### src/rtl/exe_mem_reg.sv
// EXE->MEM pipeline register; optional perf counters with EXE_MEM_PERF_EN.
// Latency: one cycle. Backpressure: freeze holds every register, flush inserts a bubble and wins over freeze.
// Enables are stored already gated by validity so a bubble can never write memory or the register file.
module exe_mem_reg #(
  parameter int BIT_NUMBER = 32
) (
  input  logic                  clk,
  input  logic                  rst,
  input  logic                  freeze,
  input  logic                  flush,
  input  logic                  valid_in,
  input  logic                  wb_en_in,
  input  logic                  mem_r_en_in,
  input  logic                  mem_w_en_in,
  input  logic [BIT_NUMBER-1:0] alu_result_in,
  input  logic [BIT_NUMBER-1:0] val_rm_in,
  input  logic [3:0]            dest_in,
  output logic                  valid_out,
  output logic                  wb_en_out,
  output logic                  mem_r_en_out,
  output logic                  mem_w_en_out,
  output logic [BIT_NUMBER-1:0] alu_result_out,
  output logic [BIT_NUMBER-1:0] val_rm_out,
  output logic [3:0]            dest_out,
  output logic                  fwd_valid
`ifdef EXE_MEM_PERF_EN
  ,
  output logic [15:0]           stall_cycles,
  output logic [15:0]           retired_count
`endif
);

  typedef struct packed {
    logic valid;
    logic wb_en;
    logic mem_r_en;
    logic mem_w_en;
  } ctrl_t;

  typedef struct packed {
    logic [BIT_NUMBER-1:0] alu_result;
    logic [BIT_NUMBER-1:0] val_rm;
    logic [3:0]            dest;
  } data_t;

  ctrl_t ctrl_q;
  data_t data_q;
  ctrl_t ctrl_d;
  data_t data_d;
  logic  advance;

  assign advance = ~freeze & ~flush;

  // A load+store pair is illegal upstream; it is stored as-is, never arbitrated.
  always_comb begin
    ctrl_d.valid    = valid_in;
    ctrl_d.wb_en    = valid_in & wb_en_in;
    ctrl_d.mem_r_en = valid_in & mem_r_en_in;
    ctrl_d.mem_w_en = valid_in & mem_w_en_in;
    data_d.alu_result = alu_result_in;
    data_d.val_rm     = val_rm_in;
    data_d.dest       = dest_in;
  end

  always_ff @(posedge clk or negedge rst) begin
    if (!rst) begin
      ctrl_q <= '0;
      data_q <= '0;
    end else if (flush) begin
      ctrl_q <= '0;
    end else if (!freeze) begin
      ctrl_q <= ctrl_d;
      data_q <= data_d;
    end
  end

  assign valid_out      = ctrl_q.valid;
  assign wb_en_out      = ctrl_q.wb_en;
  assign mem_r_en_out   = ctrl_q.mem_r_en;
  assign mem_w_en_out   = ctrl_q.mem_w_en;
  assign alu_result_out = data_q.alu_result;
  assign val_rm_out     = data_q.val_rm;
  assign dest_out       = data_q.dest;

  // Load data only exists after MEM, so loads are never forwarded from here.
  assign fwd_valid = ctrl_q.valid & ctrl_q.wb_en & ~ctrl_q.mem_r_en;

`ifdef EXE_MEM_PERF_EN
  logic stall_hit;
  logic retire_hit;

  assign stall_hit  = freeze & ~flush & ctrl_q.valid;
  assign retire_hit = advance & ctrl_q.valid;

  always_ff @(posedge clk or negedge rst) begin
    if (!rst) begin
      stall_cycles  <= '0;
      retired_count <= '0;
    end else begin
      if (stall_hit && stall_cycles != 16'hFFFF)
        stall_cycles <= stall_cycles + 16'd1;
      if (retire_hit && retired_count != 16'hFFFF)
        retired_count <= retired_count + 16'd1;
    end
  end
`endif

endmodule

### config.mk
export PLATFORM = sky130hd
export DESIGN_NAME = exe_mem_reg
export DESIGN_NICKNAME = d
export VERILOG_FILES = /design/src/rtl/exe_mem_reg.sv
export SDC_FILE = /design/constraint.sdc
export NUM_CORES = 1
export LEC_CHECK = 0
export CORE_UTILIZATION = 66
export DETAILED_ROUTE_END_ITERATION = 12
export DONT_BUFFER_PORTS = 1
export PLACE_DENSITY = 0.89
export SYNTH_ARGS = -nofsm -noshare
export SYNTH_HDL_FRONTEND = slang
export SYNTH_SLANG_ARGS = --single-unit
### constraint.sdc
create_clock -name clk -period 2.46 [get_ports clk]
set_clock_uncertainty 0.1 [all_clocks]
set_input_delay 0.123 -clock clk [delete_from_list [all_inputs] [get_ports clk]]
set_output_delay 0.123 -clock clk [all_outputs]
set_load 0.01 [all_outputs]
* Yosys cells after proc, flatten, opt, wreduce, memory -nomap -nowiden
Cells that the tools add are included. Widths: inputs -> output; s select.
Word-level totals: flip-flop bits (word level) 72, bits in latches 0, bits in writable memories 0, memory bits (read-only) 0, input port bits 76, output and inout bits 73, memories kept 0
Operators by class: $add $sub $neg 0, multipliers 0, div/mod/pow operators 0, $lt $le $gt $ge 0, equal/unequal tests 1, shift operators 0, multiplexer cells 2, bitwise gates (word level) 8, reduce and logical (&&, ||, !) cells 1
Operators with widths (number):
- $mux 4 | 2
- $and 1x1->1 | 5
- $not 1->1 | 3
- $ne 2x1->1 const B | 1
- $reduce_and 2->1 | 1

* Logic depth before layout (Yosys ltp)
Gate-level depths: netlist of run 1.
word-level depth 3, depth in mapped cells 5, depth with buffers taken out 2

* Worst setup path before layout of run 1
Ideal clock, no wire load.
kind input to register, start input port freeze, end register data_q, in the netlist alu_result_out[0], setup time 0.125 ns, data arrival time 0.991 ns, setup slack 1.244 ns, stages 5, cell sequence buf_2 nor2_4 buf_6 buf_12 mux2_4
On the way: longest elaborated chain between the ends 2
RTL lines:
- start: declaration | line 9 | input logic freeze,
- $not 1->1 (no source line)
- $reduce_and 2->1 (no source line)
- end signal: assignment | line 73 | data_q <= data_d;
- end: declaration | line 47 | data_t data_q;
No other way between the ends. A chain may end at the register's enable or synchronous reset.

* Worst setup path in the final report of run 1
start input port freeze, end register ctrl_q, in the netlist wb_en_out
On the way: longest elaborated chain between the ends 1
RTL lines:
- $ne 2x1->1 (no source line)
- end signal: assignment | line 72 | ctrl_q <= ctrl_d;
- end: declaration | line 46 | ctrl_t ctrl_q;
No other way between the ends.

==> results of run 1 <==
==> where the power goes <==
part           switching, mW  total (mW)  internal [mW]  leakage [nW]
Clock                  0.393       0.833          0.440        0.0886
Sequential             0.220        1.57           1.35         0.852
Combinational          0.129       0.382          0.254         0.698
==> critical path: cells and delay by family <==
family,cells,cell delay (ns)
buffers and inverters,2,1.20
AOI/OAI and AO/OA,1,0.19
and+or+nand+nor,1,0.21
==> cells by family (layout without fill, tap and decap cells) <==
kind of cell / after synthesis / in the layout / synth area share
mux: 69 / 69 / 0.3028
flops: 72 / 72 / 0.6411
buf+inv: 8 / 93 / 0.03072
compound gates: 3 / 3 / 0.005341
simple gates: 10 / 10 / 0.02003
==> sequential cells by signal (all words and copies together) (netlist names) <==
name and cells:
val_rm_out 32, mem_w_en_out 1, alu_result_out 32, wb_en_out 1, valid_out 1, dest_out 4, mem_r_en_out 1
==> cell usage in the layout (no fill, tap or decap) <==
| cell | instances |
|---|---|
| mux2_4 | 20 |
| dlygate4sd3_1 | 76 |
| nor2_4 | 1 |
| mux2_2 | 48 |
| clkbuf_8 | 12 |
| mux2i_1 | 1 |
| dfrtp_1 | 72 |
| buf_16 | 1 |
| a21oi_1 | 3 |
| clkbuf_1 | 2 |
| nand3b_1 | 3 |
| nand2_1 | 4 |
| buf_4 | 2 |
| nor2_1 | 2 |
==> worst min-delay path by stage <==
stage | slack (ns) | from | end
2_1_floorplan | -0.27 | rst | alu_result_out[0]
4_1_cts | 0.25 | freeze | alu_result_out[8]
3_3_place_gp | -0.27 | rst | alu_result_out[2]
6_report | 0.26 | rst | alu_result_out[2]
3_5_place_dp | -0.27 | rst | alu_result_out[4]
5_1_grt | 0.27 | freeze | alu_result_out[0]
==> synth_stat cells <==
| master | instances | share of area |
|---|---|---|
| a21oi_1 | 3 | 0.0053 |
| buf_12 | 2 | 0.014 |
| buf_2 | 1 | 0.0018 |
| buf_4 | 4 | 0.011 |
| buf_6 | 1 | 0.0040 |
| dfrtp_1 | 72 | 0.64 |
| mux2_2 | 48 | 0.19 |
| mux2_4 | 20 | 0.11 |
| mux2i_1 | 1 | 0.0036 |
| nand2_1 | 4 | 0.0053 |
| nand3b_1 | 3 | 0.0080 |
| nor2_1 | 2 | 0.0027 |
| nor2_4 | 1 | 0.0040 |
==> per-stage QoR <==
stage / utilization / hold slack (ns) / cell area, µm²
2_1_floorplan: - / -0.2726 / 2810
3_3_place_gp: 0.6904 / -0.2714 / 2801
3_5_place_dp: 0.6904 / -0.2713 / 2801
4_1_cts: 0.9272 / 0.2468 / 3762
5_1_grt: 0.9272 / 0.2654 / 3762
6_report: 0.9272 / 0.2594 / 3762
==> timing repair <==
item | CTS | global route
hold endpoints to repair | 144 | 0
hold buffers | 77 | 0
endpoints found under the setup margin | 0 | 0
==> per-layer routing <==
layer	global-route usage	vias to the layer above	routed length [µm]
li1	-	732	-
met1	0.3399	868	2451
met2	0.6100	111	3900
met3	0.09797	24	579
met4	0.1995	0	265
met5	0	-	0
==> area by class of cell <==
class                      count  area share
clock buffer                  14     0.04589
multi-input combinational     82      0.2451
sequential                    72      0.4789
tap                           50     0.01663
timing repair buffer          79      0.2135
==> impl_results.md, run 1 <==
* Worst setup EP type: flop
* Mean Syn Cell Area at approximately 17 µm²
* RSZ-0062 raised after global routing: false
* Initial DRC count at around 130
* CP Cell Sequence: dlygate4sd3_1, nand3b_1, a21oi_1, dlygate4sd3_1
* Gpl congestion at 0.6833
* Worst Setup Start Kind: input port
* Total chip power at 2.788 mW
* Setup tns final at 0 ns
* Fmax at about 630 MHz
* Initial Util at 0.6926
* Post-CTS Setup Inserts at 0
* Hold Path Class: in -> async
* CP Max Fanout at 5
* Max Slew Vio Count at 0
* FF-to-FF setup slack at a little over 1 ns
* Crit path to: wb_en_out
* Die height at roughly 67 µm
* Hpwl dp at about 3500 µm
* Sequential-to-total area share from yosys stat at 0.6411
* Storage element area at roughly 1800 µm²
* Post-Place Worst Slack at between 1 and 1.5 ns
* Final setup viols at 0
* DR DRC count at 0
* Final Hold Violating Endpoints at 0
* Worst r2r path cells at 3
* Multi-input logic area at between 900 and 1000 µm²
* Num ports at around 150
* Required time worst endpoint at about 2.6 ns
* Vias in the first global route at 1954
* Cts repair resizes at 0
* Slack of the critical path at slightly below 0.9 ns
* Pin count of the biggest net entering global routing at 73
* Clock slew seen by the registers of the worst setup and hold paths at roughly 0.070 ns
* Final cell count without fillers at roughly 300
* Data arrival time of the critical path at 1.73 ns
* Core Area at a little over 4000 µm²
* Run status: completed
* Placed Cells incl. Taps at slightly above 200
* Clock tree sinks at 72
* Slew margin rel. at 0.6606
* Synth warn at 0
* Crit Reg-Reg Startpoint: wb_en_out
* Routed wire length per instance at roughly 24 µm
* Antenna violations before repair at 0
* Cell row count at 23
* First-pass GRT wire length at between 10000 and 15000 µm
* Clk root buf: clkbuf_8
* Synth Register Bits at 72
* Period utilization at 0.6414
* RR Endpoint: wb_en_out
* All-Layer GR Usage at 0.3373
* Number of buffers created by CTS at 9
* Post-Syn Area at between 2000 and 3000 µm²
* Drt total wl at just over 7000 µm
* Max capacitance violation total at 0
* Worst VDD drop at between 0.5 and 0.6 mV
* Drt pass-1 iters at 4
* Fill count at ~120
* PortBufs at 0
* Critical Path Most Common Cell: dlygate4sd3_1
* Mapped Nets at between 200 and 250
* H-Tree Depth at 3
* Final-stage net count at between 300 and 400
* Post-Syn Instances at between 150 and 200
* Ant. Diodes at 0
* Vias at around 1700
* Peak per-stage delay on the critical path at 0.61 ns
* Leak at between 1.5 and 2 nW
* Pwr dens at about 740 nW/µm²
* Final min period at 1.578 ns
* Least-Margin Pin Slew at around 0.51 ns
* Critical path class: in -> reg
* Via density per instance at a little under 6
* Die area at about 4500 µm²
* Insertion delay to the later sink of the worst-skew pair at approximately 0.32 ns
* Share of layout cells above drive strength 1 at 0.3401
* Crit path max-delay cell type: dlygate4sd3_1
* Bufs on Longest Clock Path at 2
* Die Width at roughly 67 µm
* Netlist cell types at 13
* Area Overhead vs Synth at 33.88%
* CTS tree: done
* Remaining global-route overflow at 0
* CP startpoint: freeze
* Antenna Violating Nets Remaining at 0
(Power assumes the default switching activity.)
==> inputs of run 2 (changes only) <==
--- a/config.mk
+++ b/config.mk
@@ -5,10 +5,10 @@
 export SDC_FILE = /design/constraint.sdc
 export NUM_CORES = 1
 export LEC_CHECK = 0
-export CORE_UTILIZATION = 66
+export CORE_UTILIZATION = 56
 export DETAILED_ROUTE_END_ITERATION = 12
 export DONT_BUFFER_PORTS = 1
-export PLACE_DENSITY = 0.89
+export PLACE_DENSITY = 0.81
 export SYNTH_ARGS = -nofsm -noshare
 export SYNTH_HDL_FRONTEND = slang
 export SYNTH_SLANG_ARGS = --single-unit
==> constraint.sdc (replaced) <==
create_clock -name clk -period 1.3 [get_ports clk]
set_clock_uncertainty 0.1 [all_clocks]
set_input_delay 0.065 -clock clk [delete_from_list [all_inputs] [get_ports clk]]
set_output_delay 0.065 -clock clk [all_outputs]
set_load 0.01 [all_outputs]
==> run 2 against run 1 <==
Net effect: the run now ends with hold timing left; clock power up 110%; critical endpoint is now fwd_valid; final area increased by 0.67%; sequential share of layout area decreased by 0.32 points; largest power group unchanged; first-iteration DRC count is 18% lower; critical path type is now reg -> out.
==> impl_results.md, run 2 (synthesis gave the netlist of run 1 again) <==
* Remaining global-route overflow at 0 (unchanged)
* RSZ-0062 raised after global routing: false
* Number of buffers created by CTS at 9 (unchanged)
* Least-Margin Pin Slew at 0.2479 ns (-0.2612 ns)
* Post-CTS Setup Inserts at 0 (unchanged)
* Bufs on Longest Clock Path at 2 (unchanged)
* Hold buffers post-CTS at 74 (-3.9%)
* Ant. Diodes at 0 (unchanged)
* Clk root buf: clkbuf_8
* Sequential share of power at 0.552 (-0.012)
* Most common cell after layout, fill and taps aside: dlygate4sd3_1
* CP Cell Sequence: nand2_1, nor2_1
* Hold Path Class: in -> async
* Peak per-stage delay on the critical path at 0.44 ns (-0.17 ns)
* Clock tree sinks at 72 (unchanged)
* Die Width at 72.84 µm (+8.3%)
* Fin util at 0.7914 (-0.1359)
* Switching share of power at 0.2490 (-0.01717)
* Final Hold Violating Endpoints at 72 (+72)
* First-pass GRT wire length at 9328 µm (-10%)
* Cell row count at 25 (+8.7%)
* Antenna Violating Nets Remaining at 0 (unchanged)
* Power share of the combinational group at 0.123 (-0.014)
* Final setup viols at 0 (unchanged)
* Vias in the first global route at 1825 (-6.6%)
* Core Area at 4786 µm² (+18%)
* Post-DP Area at 2848 µm² (+1.7%)
* Leak at 1.637 nW (about the same)
* Required time worst endpoint at 1.13 ns (-1.48 ns)
* Worst hold slack at -0.6698 ns (-0.9292 ns)
* CTS tree: done
* Worst VDD drop at 0.9798 mV (+66%)
* H-Tree Depth at 3 (unchanged)
* Crit path max-delay cell type: dfrtp_1
* Internal power at 4.023 mW (+97%)
* Drt total wl at 6187 µm (-14%)
* DR DRC count at 0 (unchanged)
* Insertion delay to the later sink of the worst-skew pair at 0.32 ns (about the same)
* Max Slew Vio Count at 0 (unchanged)
* Switching power of the nets at 1.334 mW (+80%)
* Final-stage net count at 317 (-0.94%)
* PortBufs at 0 (unchanged)
* Via density per instance at 5.307 (-9.2%)
* Gpl congestion at 0.6392 (-6.5%)
* Pwr dens at 1414 nW/µm² (+91%)
* Critical path class: reg -> out
* Vias at 1661 (-4.3%)
* Die area at 5306 µm² (+17%)
* Clock network power share at 0.325 (+0.026)
* Worst setup EP type: output pin
* Initial Util at 0.5872 (-0.1054)
* Worst Setup Start Kind: flop
* Routed wire length per instance at 19.77 µm (-18%)
* Die height at 72.84 µm (+8.3%)
* Pin count of the biggest net entering global routing at 73 (unchanged)
* Run status: finished with violations
* CP Max Fanout at 3 (-2)
* Most frequent cells in the layout: dlygate4sd3_1, dfrtp_1, mux2_2
* Share of layout cells above drive strength 1 at 0.3455 (+0.005447)
* Setup tns final at 0 ns (unchanged)
* Period utilization at 0.9337
* Slew margin rel. at 0.8342 (+0.1736)
* Max capacitance violation total at 0 (unchanged)
* Cts repair resizes at 0 (unchanged)
* Antenna violations before repair at 0 (unchanged)
* Clock slew seen by the registers of the worst setup and hold paths at 0.08 ns (about the same)
* Failing checks: hold timing
* Fmax at roughly 800 MHz
* Num ports at 149 (unchanged)
* Total chip power at 5.357 mW (+92%)
* Initial DRC count at 109 (-18%)
* Final min period at 1.214 ns
* Hpwl dp at 3746 µm (+8.2%)
* Final Instance Area at 3787 µm² (+0.67%)
* Area Overhead vs Synth at 34.77%
* Drt pass-1 iters at 4 (unchanged)
* All-Layer GR Usage at 0.2458 (-0.09144)
* Data arrival time of the critical path at 1.05 ns (-0.68 ns)
run 2: cell types whose count changed in the layout (fill, tap and decap cells not counted), sizes merged:
cell,previous run,this run
clkbuf,14,13
clkinv,0,2
buf,3,2
dlygate4sd3,76,74
bufinv,0,1
run 2: power by group through the flow:
stage	registers [mW]	logic, mW	clock network, mW
after floorplan	2.91	0.431	0
after global placement	2.97	0.435	0
after detailed placement	2.99	0.469	0
after CTS	2.96	0.654	1.78
after global routing	2.99	0.706	1.87
final	2.96	0.659	1.74
run 2: layout make-up:
class / count / area (µm²)
clock buffer: 13 / 158.9
clock inverter: 3 / 40.04
fill: 282 / 998.5
multi-input combinational: 82 / 922.1
sequential: 72 / 1802
tap: 67 / 83.83
timing repair buffer: 76 / 780.7
run 2: critical path, delay by kind of cell (launching register included):
family	cells	cell delay [ns]
and+or+nand+nor	2	0.28
DFF	1	0.44
run 2: final timing paths:
check / depth (start not counted) / to / slack, ns / start
worst max-delay path: 2 / fwd_valid / 0.09 / valid_out
worst min-delay path: 0 / val_rm_out[12] / -0.67 / rst
worst max register to register: 1 / alu_result_out[17] / 0.36 / alu_result_out[17]
worst min register to register: 1 / alu_result_out[27] / 0.48 / alu_result_out[27]
max in group asynchronous: 0 / val_rm_out[27] / 1.66 / rst
min in group clk: 3 / alu_result_out[8] / 0.07 / freeze
run 2: through the flow:
| stage | instances | hold slack (ns) | worst slack (ns) |
|---|---|---|---|
| after floorplan | 162 | -0.3306 | 0.1417 |
| after global placement | 223 | -0.3292 | 0.2401 |
| after detailed placement | 223 | -0.3291 | 0.2013 |
| after CTS | 313 | -0.6878 | 0.1081 |
| after global routing | 313 | -0.6963 | 0.06682 |
| final | 313 | -0.6698 | 0.08623 |
run 2: metal layers:
metal / wire length, µm / track usage / share of wire / vias up
met3: 360 / 0.05387 / 0.058 / 11
met5: 0 / 0 / 0 / -
met2: 3494 / 0.4476 / 0.56 / 81
met1: 2217 / 0.2656 / 0.36 / 842
met4: 115 / 0.1329 / 0.019 / 0
li1: - / - / - / 727
